--- config.mk ---
export PLATFORM = sky130hd
export DESIGN_NAME = bp_dm_arbiter
export DESIGN_NICKNAME = d
export VERILOG_FILES = /design/src/rtl/bp_dm_arbiter.sv
export SDC_FILE = /design/constraint.sdc
export NUM_CORES = 1
export LEC_CHECK = 0
export ABC_AREA = 1
export BUFFER_PORTS_ARGS = -buffer_cell sky130_fd_sc_hd__buf_2
export CAP_MARGIN = 30
export CORE_ASPECT_RATIO = 0.9
export CORE_MARGIN = 5
export CORE_UTILIZATION = 37
export DETAILED_ROUTE_END_ITERATION = 16
export GPL_TIMING_DRIVEN = 0
export HOLD_SLACK_MARGIN = 0.05
export PLACE_DENSITY = 0.87
export SLEW_MARGIN = 25
export SYNTH_ARGS = -nofsm -noshare
export SYNTH_HDL_FRONTEND = slang
export SYNTH_SLANG_ARGS = --single-unit
--- constraint.sdc ---
create_clock -name clk -period 2.35 [get_ports clk]
set_input_delay 0.3525 -clock clk [delete_from_list [all_inputs] [get_ports clk]]
set_output_delay 0.3525 -clock clk [all_outputs]
set_load 0.02 [all_outputs]
--- src/rtl/bp_dm_arbiter.sv ---
// Round-robin arbiter for bp's single-port data memory: port 0 (CPU) vs port 1 (loader/debug).
// A port may lock ownership for up to MAX_BURST consecutive grants while the other port waits.
module bp_dm_arbiter #(
  parameter int AW        = 8,
  parameter int DW        = 16,
  parameter int MAX_BURST = 4
) (
  input  logic          clk,
  input  logic          rst,
  input  logic          req0,
  input  logic          req1,
  input  logic          we0,
  input  logic          we1,
  input  logic          lock0,
  input  logic          lock1,
  input  logic [AW-1:0] addr0,
  input  logic [AW-1:0] addr1,
  input  logic [DW-1:0] wdata0,
  input  logic [DW-1:0] wdata1,
  output logic          gnt0,
  output logic          gnt1,
  output logic          rvalid0,
  output logic          rvalid1,
  output logic [DW-1:0] rdata,
  output logic          mem_en,
  output logic          mem_we,
  output logic [AW-1:0] mem_addr,
  output logic [DW-1:0] mem_wdata,
  input  logic [DW-1:0] mem_rdata
);

  localparam int BW = $clog2(MAX_BURST + 1);
  localparam logic [BW-1:0] BMAX = BW'(MAX_BURST);

  typedef enum logic [1:0] {IDLE, OWN0, OWN1} state_t;

  state_t        state;
  logic          last;
  logic [BW-1:0] bcnt;
  logic          rv0, rv1;

  // Owner keeps the port while under its burst budget; otherwise plain round-robin.
  always_comb begin
    gnt0 = 1'b0;
    gnt1 = 1'b0;
    if (rst) begin
      if (state == OWN0 && req0 && bcnt < BMAX)      gnt0 = 1'b1;
      else if (state == OWN1 && req1 && bcnt < BMAX) gnt1 = 1'b1;
      else if (req0 && !req1)                        gnt0 = 1'b1;
      else if (req1 && !req0)                        gnt1 = 1'b1;
      else if (req0 && req1) begin
        if (last) gnt0 = 1'b1;
        else      gnt1 = 1'b1;
      end
    end
  end

  always_comb begin
    mem_en    = gnt0 | gnt1;
    mem_we    = 1'b0;
    mem_addr  = '0;
    mem_wdata = '0;
    if (gnt0) begin
      mem_we    = we0;
      mem_addr  = addr0;
      mem_wdata = wdata0;
    end else if (gnt1) begin
      mem_we    = we1;
      mem_addr  = addr1;
      mem_wdata = wdata1;
    end
  end

  assign rvalid0 = rv0;
  assign rvalid1 = rv1;
  assign rdata   = mem_rdata;

  always_ff @(posedge clk or negedge rst) begin
    if (!rst) begin
      state <= IDLE;
      last  <= 1'b1;
      bcnt  <= '0;
      rv0   <= 1'b0;
      rv1   <= 1'b0;
    end else begin
      rv0 <= gnt0 & ~we0;
      rv1 <= gnt1 & ~we1;
      if (gnt0) begin
        last  <= 1'b0;
        state <= (lock0 && req1) ? OWN0 : IDLE;
        bcnt  <= (state == OWN0) ? bcnt + 1'b1 : BW'(1);
      end else if (gnt1) begin
        last  <= 1'b1;
        state <= (lock1 && req0) ? OWN1 : IDLE;
        bcnt  <= (state == OWN1) ? bcnt + 1'b1 : BW'(1);
      end else begin
        state <= IDLE;
        bcnt  <= '0;
      end
    end
  end

endmodule

# After elaboration in Yosys (flattened, before gate mapping)
# Cells that the tools add are included.
# Widths: inputs -> output; s select.
word_totals:
  register_bits: 8
  inputBits: 72
  out_inout_bits: 46
  word_cells: 56
classes:
  addsub: 1
  magnitude_cmp: 1
  n_eq_ne: 2
  muxes: 30
  bitwise_logic: 5
  reduce_logical: 12
op_table:
  columns: ["cell", "count"]
  rows:
  - ["$mux 16", 2]
  - ["$mux 1", 19]
  - ["$mux 8", 2]
  - ["$mux 3", 4]
  - ["$logic_and 1x1->1", 9]
  - ["$mux 2", 3]
  - ["$add 3x1->3 const B", 1]
  - ["$lt 3x3->1 const B", 1]
  - ["$and 1x1->1", 2]
  - ["$eq 2x1->1 const B", 1]
  - ["$eq 2x2->1 const B", 1]
  - ["$logic_not 1->1", 2]
  - ["$not 1->1", 2]
  - ["$reduce_bool 2->1", 1]
  - ["$or 1x1->1", 1]

# Longest topological paths before layout
# Gate-level depths: netlist of run 1.
logic_depth:
  word_depth: 9
  depth_mapped: 9
  ltp_nobuf: 8

# Least setup slack after synthesis of run 1
# OpenSTA, ideal clock, no wires.
synth_timing:
  path_type: "flip-flop to output port"
  startpoint: "register last"
  endpoint: "output mem_wdata[0]"
  t_arrival_ps: 1223
  slack_ps: 774
  path_stages_with_launch: 9
  cell_sequence: "dfstp_2 -> nand3_1 -> nand2_1 -> nand2_1 -> nand2_1 -> buf_6 -> buf_12 -> nand3_2 -> nand2_1"
synth_via:
  elab_chain_len: 9
  elab_cells_between_ends: 16
  cone_classes: "mux (16)"
synth_rtl:
  columns: ["element", "line", "text"]
  rows:
  - ["start, declared", "38", "logic last;"]
  - ["start signal, assigned", "81", "last <= 1'b1;"]
  - ["start signal, assigned", "89", "last <= 1'b0;"]
  - ["start signal, assigned", "93", "last <= 1'b1;"]
  - ["$mux 1", "52", "if (last) gnt0 = 1'b1;"]
  - ["$mux 1", "51", "else if (req0 && req1) begin"]
  - ["$mux 1", "50", "else if (req1 && !req0) gnt1 = 1'b1;"]
  - ["$mux 1", "49", "else if (req0 && !req1) gnt0 = 1'b1;"]
  - ["$mux 1", "48", "else if (state == OWN1 && req1 && bcnt < BMAX) gnt1 = 1'b1;"]
  - ["$mux 1", "47", "if (state == OWN0 && req0 && bcnt < BMAX) gnt0 = 1'b1;"]
  - ["$mux 1", "46", "if (rst) begin"]
  - ["$mux 16", "67", "end else if (gnt1) begin"]
  - ["$mux 16 *", "63", "if (gnt0) begin"]
  - ["end, declared", "28", "output logic [DW-1:0] mem_wdata,"]
# Every way passes the cells marked *; elsewhere a longest branch is shown, timed or not.

# Worst setup path in the final report of run 1
layout_timing:
  startpoint: "register last"
  endpoint: "output mem_wdata[6]"
# The elaborated chain is that of the path after synthesis.

==> metrics.md, run 1 <==
| Metric | Value |
|---|---|
| Clock transition at path regs | ~0.06 ns |
| Share of post-route cells with drive strength above 1 | ~55% |
| P_leak | 1.05 nW |
| VDD IR max | between 0.2 and 0.3 mV |
| Status | completed |
| Area taken by multi-input logic gates | ~600 µm² |
| Final setup violation count | 0 |
| Kind of critical path | register to output pin |
| Gr usage total | between 10% and 20% |
| Post-CTS sizing | 0 |
| DRT iter0 DRCs | 67 |
| Placer Congestion | about 0.75 |
| Clock sinks | 8 |
| Max Clk Rate | around 0.50 GHz |
| Total power divided by cell area | 385 nW/µm² |
| Final wirelength | 3.53 mm |
| Element type at the critical path start | register |
| Fraction of registers with async set/reset | 100% |
| Worst setup margin | ~0.34 ns |
| Inserted Diodes | 0 |
| Die area | ~4000 µm² |
| Area leader, netlist | nand3_1 |
| Layout Nets | around 340 |
| Syn Std Cell Area | 1040 µm² |
| P_int | 0.361 mW |
| Max-cap violations | 0 |
| Post-synth cell types | 18 |
| Post-synth EDFFs | 0 |
| First-pass GRT wire length | 5.21 mm |
| CTS Buffer Depth | 2 |
| Sequential group share of total power | about a quarter |
| Routed Antenna Nets | 0 |
| Register Area | between 200 and 250 µm² |
| Fillers | around 280 |
| Synthesis-stage register bit count | 8 |
| P&R area growth vs syn | 56.7% |
| GR Overflow Total | 0 |
| Detailed Place HPWL | between 2 and 3 mm |
| Die H | 60.4 µm |
| RSZ-0062 raised after global routing | false |
| Maximum fanout along the worst path | 10 |
| Setup WS pre-CTS | 0.418 ns |
| FF-to-FF Start | state[0] |
| Slew headroom | a little under three quarters |
| Largest net degree at the start of global routing | 11 |
| First-pass DRT Iterations | 5 |
| H-tree depth | 1 |
| Initial cell density of the core | about two fifths |
| Vias | around 1400 |
| Worst Max-Slew Pin Slew | roughly 0.43 ns |
| Clock power frac | between 10% and 20% |
| Synth top area cells | nand3_1 23%, dfrtp_1 17%, nand2_1 17% |
| I/O Buffers | ~100 |
| Mapped Cells | 163 |
| Initial antenna violation count | 0 |
| Post-synthesis sequential area ratio | 19.3% |
| CP endpoint kind | output pin |
| Worst-Skew Late Latency | about 0.26 ns |
| Max-slew violation count | 0 |
| Synthesized area per cell | around 6.4 µm² |
| Post-layout min period | around 2.0 ns |
| Setup_tns | 0 ns |
| Setup Skew | between 0.006 and 0.007 ns |
| Number of global-route vias before repair | between 1000 and 1500 |
| CTS Root Cell | clkbuf_4 |
| Worst R2R End | bcnt[1] |
| I/O pin count | between 100 and 150 |
| Postcts setup bufs | 0 |
| Area fraction of the dominant cell type after synthesis | between 20% and 30% |
| CTS tree | built |
| Die X | approximately 66 µm |
| Top-count cell post-synth | nand3_1 |
| Sw Ratio | 42.6% |
| Tcrit/Tclk final | between 80% and 90% |
| Worst hold path type | input port to asynchronous set/reset pin |
| Placement row count | 18 |
| Area of the core | approximately 2700 µm² |
| R2R cell count | 8 |
| Top FF cell, synth | dfrtp_1 |
| Syn_nets | 236 |
| Yosys warning total | 0 |
| Combinational power share | between 50% and 60% |
| TritonCTS Buffers | 3 |
| Sw Pwr | about 0.27 mW |
| Hold buffer count at cts | 1 |
| Routed len/inst | 11.4 µm |
| Top cells by count, synth | 47 x nand3_1, 46 x nand2_1, 20 x buf_4 |
| Vias per cell | between 4 and 5 |
| Worst R2R Setup Slack | 1.00 ns |
| Worst EP arrival | about 1.7 ns |
| Req. time, crit path | about 2.0 ns |
| DRC Markers | 0 |
| Final hold viol count | 0 |
layout by cell type (no fill, tap or decap):
cell and n:
buf_1 2, clkbuf_1 1, dfstp_2 1, xnor2_1 1
buf_12 1, nand2_1 46, nand3_1 47, nor2_1 10
buf_6 2, inv_2 4, dlygate4sd3_1 1, a21oi_2 1
buf_4 20, clkbuf_4 3, inv_1 5, ha_1 1
nor2_4 1, dfrtp_1 7, buf_2 104, nand2_2 1
nand3_2 10
worst max-delay path, stage by stage (launching register included):
cell and delay, ns:
dfstp_2 0.54, nand3_1 0.07, nand2_1 0.06, nand2_1 0.05, nand2_1 0.10, buf_6 0.16
buf_12 0.14, nand3_2 0.06, nand2_1 0.05, buf_2 0.16
flip-flops by register name (all words and copies together) (netlist names):
register / flops
bcnt: 3
state: 2
last: 1
rvalid0: 1
rvalid1: 1
how the worst max path moves through the flow:
stage / start / to / slack (ns) / depth (start not counted)
global placement: rst / mem_wdata[1] / 0.44 / 6
finish: last / mem_wdata[6] / 0.34 / 9
global route: state[0] / mem_wdata[0] / 0.12 / 9
CTS: state[0] / mem_wdata[4] / 0.33 / 8
floorplan: last / mem_wdata[0] / 0.77 / 8
detailed placement: rst / mem_wdata[6] / 0.42 / 6
area by class of cell:
type                            count  share of cell area, %
Inverter                            9                   2.07
Clock buffer                        4                   1.61
Tap cell                           40                   3.06
Multi-Input combinational cell    118                   36.3
Timing Repair Buffer              102                   31.5
Buffer                             28                   13.2
Sequential cell                     8                   12.3
per-layer routing:
layer	track usage, %	routed length, µm	vias up
li1	-	-	725
met1	19.7	1290	610
met2	29.1	1850	68
met3	3.52	353	6
met4	6.38	40	0
met5	0	0	-
per-stage QoR:
stage	power (mW)	utilization, %	hold WS (ns)	cells	area [µm²]
CTS	0.638	60.0	0.0777	309	1640
global route	0.676	60.0	0.0744	309	1640
finish	0.630	60.0	0.0802	309	1640
detailed placement	0.516	58.7	0.222	304	1600
global placement	0.509	58.7	0.220	304	1600
floorplan	0.385	-	0.0569	163	1040
cell families (layout without fill, tap and decap cells):
family,after synthesis,count (layout),share of synthesized area (%)
and+or+nand+nor,115,115,54.0
buffers and inverters,37,143,23.9
DFF,8,8,19.3
adders and majority gates,1,1,1.20
AOI/OAI and AO/OA,1,1,0.839
xor gates and xnor gates,1,1,0.839
power by group through the flow:
stage	Combinational [mW]	Clock, mW	Sequential (mW)
2_1_floorplan	0.227	0	0.158
3_3_place_gp	0.353	0	0.157
3_5_place_dp	0.359	0	0.157
4_1_cts	0.361	0.121	0.155
5_1_grt	0.390	0.129	0.156
6_report	0.357	0.118	0.155
(Power assumes the default switching activity.)
==> run 2: changes to the inputs <==
- CORE_UTILIZATION: 37 -> 38
- CTS_BUF_LIST: default -> sky130_fd_sc_hd__clkbuf_4
- PLACE_DENSITY: 0.87 -> 0.89
==> run 2 against run 1 <==
Effect of this change: wire length shrank 4.4%; hold slack gained 0.0057 ns; die area shrank 2.2%; cell count shrank 3.2%; global-route usage shrank 0.68 points; flip-flop and latch count is the same; critical endpoint is now mem_wdata[8].
==> metrics.md, run 2 (same netlist as run 1, synthesis figures left out) <==
| Metric | Value |
|---|---|
| Area of the core | about 2700 µm² |
| VDD IR max | 0.319 mV |
| FF-to-FF Start | state[0] |
| Initial cell density of the core | 38.9% |
| Register Area | slightly above 200 µm² |
| Setup_tns | 0 ns |
| Layout Nets | between 300 and 400 |
| Die X | 65.2 µm |
| Setup WS pre-CTS | about 0.42 ns |
| Post-CTS sizing | 0 |
| Inserted Diodes | 0 |
| GR Overflow Total | 0 |
| DRT iter0 DRCs | 85 |
| Placement row count | 18 |
| I/O pin count | ~120 |
| Largest Register | bcnt |
| TritonCTS Buffers | 3 |
| Max FFs per register | 3 |
| CP endpoint kind | output pin |
| P_leak | roughly 1.1 nW |
| Share of post-route cells with drive strength above 1 | 55.4% |
| Tcrit/Tclk final | 84.6% |
| Crit path buf inv count | 3 |
| Worst path slowest cell | dfrtp_1 |
| CP dominant cell by count | nand2_1 |
| CP cell instances | nor2_1 > nand2_1 > nand2_1 > buf_4 > buf_6 > nand3_1 > nand2_1 > buf_2 |
| Number of global-route vias before repair | around 1300 |
| Worst hold path type | input port to asynchronous set/reset pin |
| Max Clk Rate | approximately 0.50 GHz |
| Largest registers | bcnt x3, state x2 |
| CTS Buffer Depth | 2 |
| Placer Congestion | approximately 0.77 |
| Commonest non-fill, non-tap cell in the layout | buf_2 |
| Worst R2R Setup Slack | ~1.1 ns |
| Max-cap violations | 0 |
| Gr usage total | roughly 16% |
| Max-slew violation count | 0 |
| Final setup violation count | 0 |
| Final wirelength | about 3.4 mm |
| Status | completed |
| Commonest non-fill, non-tap cells in the layout | 104 x buf_2, 47 x nand3_1, 46 x nand2_1, 20 x buf_4 |
| Largest net degree at the start of global routing | 11 |
| Total power divided by cell area | ~390 nW/µm² |
| Req. time, crit path | around 2 ns |
| H-tree depth | 1 |
| Worst Max-Slew Pin Slew | 0.422 ns |
| P&R area growth vs syn | 55.9% |
| Detailed Place HPWL | approximately 2.7 mm |
| DRC Markers | 0 |
| R2R cell count | 8 |
| First-pass GRT wire length | 4.95 mm |
| Initial antenna violation count | 0 |
| RSZ-0062 raised after global routing | false |
| Clock sinks | 8 |
| Worst EP arrival | 1.63 ns |
| Worst R2R End | bcnt[1] |
| Setup Skew | roughly 0.008 ns |
| Post-Route Utilization | roughly three fifths |
| Worst-Skew Late Latency | between 0.2 and 0.3 ns |
| Routed Antenna Nets | 0 |
| Post-layout min period | approximately 2.0 ns |
| Placed instance area | about 1600 µm² |
| Vias per cell | between 4 and 5 |
| Die H | about 60 µm |
| Area taken by multi-input logic gates | between 500 and 600 µm² |
| Final instance area | 1630 µm² |
| CTS tree | built |
| Routed len/inst | about 11 µm |
| Maximum fanout along the worst path | 10 |
| First-pass DRT Iterations | 5 |
| Fillers | 280 |
| CTS Root Cell | clkbuf_4 |
| Top delay family on crit path | simple AND/OR/NAND/NOR gates |
| Clock transition at path regs | ~0.060 ns |
| Die area | a little under 4000 µm² |
| Worst setup margin | between 0.3 and 0.4 ns |
| Kind of critical path | register to output pin |
| Tot Pwr | 0.641 mW |
| Final hold viol count | 0 |
| Crit path from | state[0] |
| Element type at the critical path start | register |
| I/O Buffers | 101 |
| Vias | approximately 1400 |
| CP max stage delay | around 0.37 ns |
| Slew headroom | between 70% and 80% |
[run 2: routing by layer]
metal,track usage [%],share of wire (%)
met4,5.62,0.50
met2,28.6,49
met3,3.01,8.8
met5,0,0
met1,18.6,41
[run 2: final cells by class]
| class | count | share of cell area [%] |
|---|---|---|
| Multi-Input combinational cell | 118 | 36.5 |
| Tap cell | 30 | 2.31 |
| Sequential cell | 8 | 12.4 |
| Clock buffer | 4 | 1.85 |
| Inverter | 9 | 2.08 |
| Timing Repair Buffer | 102 | 31.7 |
| Buffer | 28 | 13.2 |
[run 2: how the worst max path moves through the flow]
stage               cells after the start            to
floorplan                               8  mem_wdata[0]
global placement                        6  mem_wdata[2]
detailed placement                      6  mem_wdata[8]
CTS                                     8  mem_wdata[7]
global route                            8  mem_wdata[7]
finish                                  8  mem_wdata[8]
[run 2: repair_timing]
action	CTS	global route
endpoints found under the hold margin	7	0
buffers inserted	0	0
hold buffers	1	0
[run 2: through the flow]
stage	cells	hold slack, ns
3_5_place_dp	294	0.226
3_3_place_gp	294	0.219
4_1_cts	299	0.0793
6_report	299	0.0859
2_1_floorplan	163	0.0569
5_1_grt	299	0.0782
[run 2: where the power goes]
group / internal (mW) / switching, mW / total, mW
Sequential: 0.149 / 0.00581 / 0.155
Combinational: 0.147 / 0.209 / 0.356
Clock: 0.0769 / 0.0528 / 0.130
Total: 0.373 / 0.267 / 0.641
==> run 3: changes to the inputs <==
- ABC_AREA: 1 -> 0
- CORE_UTILIZATION: 38 -> 28
- PLACE_DENSITY: 0.89 -> 0.79
- clock period: 2.35 -> 1.6 ns (I/O delays scaled with it)
==> run 3 against run 2 <==
Effect of this change: the flow now finishes with violations (setup timing); wire length rose by 19%; via count fell by 17%; sequential power rose by 52%; clock power rose by 55%; area after synthesis fell by 23%; die area rose by 4.3%; sequential share of layout area fell by 2.9 points; clock skew fell by 0.0052 ns; power rose by 80%; critical path depth fell by 1; utilization rose by 17 points.
==> metrics.md, run 3 <==
| Metric | Value |
|---|---|
| Status | finished with violations |
| Failing checks | setup timing |
| Hold Path End | rvalid0 |
| Die area | between 4000 and 5000 µm² |
| Hold Slack | about 0.18 ns |
| Routed len/inst | between 15 and 20 µm |
| Max FFs per register | 3 |
| Post-synth EDFFs | 0 |
| Commonest non-fill, non-tap cells in the layout | 73 x buf_2, 36 x buf_6, 25 x a22o_4, 24 x buf_4, 7 x dfrtp_1 |
| Top cells by count, synth | 26 x a22o_1, 16 x buf_4, 7 x dfrtp_1 |
| Syn Std Cell Area | between 800 and 900 µm² |
| Setup Skew | approximately 0.0028 ns |
| CTS Buffer Depth | 2 |
| Clock transition at path regs | approximately 0.060 ns |
| R2R cell count | 7 |
| First-pass DRT Iterations | 4 |
| DRC Markers | 0 |
| P&R area growth vs syn | 163% |
| Combinational power share | ~62% |
| Synth top area cells | a22o_1 28%, dfrtp_1 22%, buf_4 15% |
| Detailed Place HPWL | roughly 2.7 mm |
| Sw Ratio | 35.7% |
| H-tree depth | 1 |
| Number of global-route vias before repair | approximately 1200 |
| Die H | slightly above 60 µm |
| Syn_nets | about 160 |
| Fraction of registers with async set/reset | 100% |
| Initial antenna violation count | 0 |
| Top FF cell, synth | dfrtp_1 |
| Total power divided by cell area | approximately 540 nW/µm² |
| I/O Buffers | 101 |
| Commonest non-fill, non-tap cell in the layout | buf_2 |
| Slew headroom | 76.7% |
| Final wirelength | roughly 4 mm |
| Largest Register | bcnt |
| Tot Pwr | 1.15 mW |
| Kind of critical path | register to output pin |
| Placer Congestion | around 0.76 |
| Clock sinks | 8 |
| Worst R2R Setup Slack | -0.28 ns |
| Worst R2R End | bcnt[0] |
| Setup_tns | -15.17 ns |
| Worst hold path type | input port to register |
| Element type at the critical path start | register |
| Maximum fanout along the worst path | 7 |
| TritonCTS Buffers | 3 |
| Final setup violation count | 36 |
| Gr usage total | roughly 18% |
| Initial cell density of the core | between 20% and 30% |
| Sequential group share of total power | ~20% |
| Hold depth | 2 |
| Largest registers | bcnt x3, state x2 |
| Max-cap violations | 0 |
| CTS tree | built |
| Vias per cell | 4.68 |
| Yosys warning total | 0 |
| Area fraction of the dominant cell type after synthesis | 28.2% |
| Final hold viol count | 0 |
| Max Clk Rate | ~0.47 GHz |
| Largest net degree at the start of global routing | 11 |
| Worst setup margin | -0.543 ns |
| Sw Pwr | 0.412 mW |
| Synthesis-stage register bit count | 8 |
| VDD IR max | ~0.3 mV |
| Register Area | 201 µm² |
| Post-synth cell types | 25 |
| Mapped Cells | 83 |
| I/O pin count | between 100 and 150 |
| Clock power frac | between 10% and 20% |
| Tcrit/Tclk final | 134% |
| Max-slew violation count | 0 |
| Hold_sp | we0 |
| Share of post-route cells with drive strength above 1 | between 80% and 90% |
| Fillers | ~190 |
| Area taken by multi-input logic gates | slightly below 700 µm² |
| Post-synthesis sequential area ratio | between 20% and 30% |
| Req. time, crit path | 1.36 ns |
| Worst-Skew Late Latency | 0.27 ns |
| Placement row count | 18 |
| Inserted Diodes | 0 |
| Routed Antenna Nets | 0 |
| GR Overflow Total | 0 |
| P_leak | roughly 1.2 nW |
| CP endpoint kind | output pin |
| Die X | approximately 67 µm |
| Layout Nets | approximately 280 |
| DRT iter0 DRCs | around 60 |
| Worst Max-Slew Pin Slew | about 0.35 ns |
| Top-count cell post-synth | a22o_1 |
| Area leader, netlist | a22o_1 |
| Post-layout min period | 2.14 ns |
| CTS Root Cell | clkbuf_4 |
| Area of the core | between 2000 and 3000 µm² |
| Worst EP arrival | about 1.9 ns |
| P_int | approximately 0.74 mW |
| Vias | 1165 |
| Synthesized area per cell | 9.74 µm² |
| RSZ-0062 raised after global routing | true |
| FF-to-FF Start | bcnt[2] |
| First-pass GRT wire length | roughly 5.5 mm |
## run 3: cell types whose count changed in the layout (fill, tap and decap cells not counted), moves of 2 or more
cell	previous run	this run
inv_2	4	0
clkbuf_16	0	2
nand3_1	47	0
buf_4	20	24
nand2_1	46	3
a22o_4	0	25
nand3_2	10	0
buf_1	2	0
buf_8	0	5
buf_6	2	36
buf_2	104	73
nor2_1	10	2
## run 3: layout make-up
type / instances / area share, %
buffer: 22 / 9.96
clock buffer: 4 / 1.42
inverter: 4 / 0.708
multi-input combinational: 49 / 32.1
sequential: 8 / 9.49
tap: 40 / 2.36
timing repair buffer: 122 / 43.9
## run 3: worst max path at each step
stage	cells past startpoint	to	from	slack (ns)
after detailed placement	5	mem_addr[0]	last	-0.40
final	7	mem_wdata[8]	state[0]	-0.54
after CTS	6	mem_wdata[8]	state[0]	-0.56
after global placement	5	mem_wdata[14]	last	-0.43
after global routing	8	mem_addr[1]	state[1]	-0.59
after floorplan	4	mem_wdata[2]	state[0]	-0.14
## run 3: power groups by stage
stage	sequential (mW)	clock, mW	combinational, mW
final	0.235	0.202	0.716
after global routing	0.237	0.214	0.753
after CTS	0.234	0.193	0.676
after detailed placement	0.235	0	0.522
after global placement	0.234	0	0.516
after floorplan	0.235	0	0.342
## run 3: kinds of logic (layout without fill, tap and decap cells)
family	Yosys count	in the layout	synth area share, %
fa+ha+maj	1	1	1.55
buf+inv	26	152	24.3
simple gates	15	15	11.8
xor+xnor	1	1	1.08
compound gates	32	32	36.4
flops	8	8	24.9
## run 3: what timing repair did
action,CTS,global route
resized for setup,74,14
pin swaps,7,21
endpoints found under the setup margin,33,36
hold endpoints to repair,7,0
cloned,3,2
buffers inserted,14,3
hold buffers,2,0
## run 3: through the flow
| step | area [µm²] | cells | setup slack (ns) | utilization [%] |
|---|---|---|---|---|
| CTS | 2020 | 247 | -0.559 | 73.4 |
| finish | 2120 | 249 | -0.543 | 77.2 |
| detailed placement | 1590 | 224 | -0.401 | 57.8 |
| global placement | 1590 | 224 | -0.432 | 57.8 |
| floorplan | 1030 | 83 | -0.140 | - |
| global route | 2120 | 249 | -0.589 | 77.2 |
## run 3: routing by layer
layer	up-vias	share of wire, %	track usage (%)
met3	5	8.8	3.89
met5	-	0	0
met4	0	0.85	4.35
li1	548	-	-
met1	539	34	19.8
met2	73	56	35.2
## run 3: critical path: stages, from the launching register on
cell,delay [ns]
dfrtp_1,0.40
buf_6,0.13
and4bb_2,0.24
a311oi_4,0.26
buf_6,0.21
clkbuf_16,0.16
a22o_4,0.11
buf_6,0.11
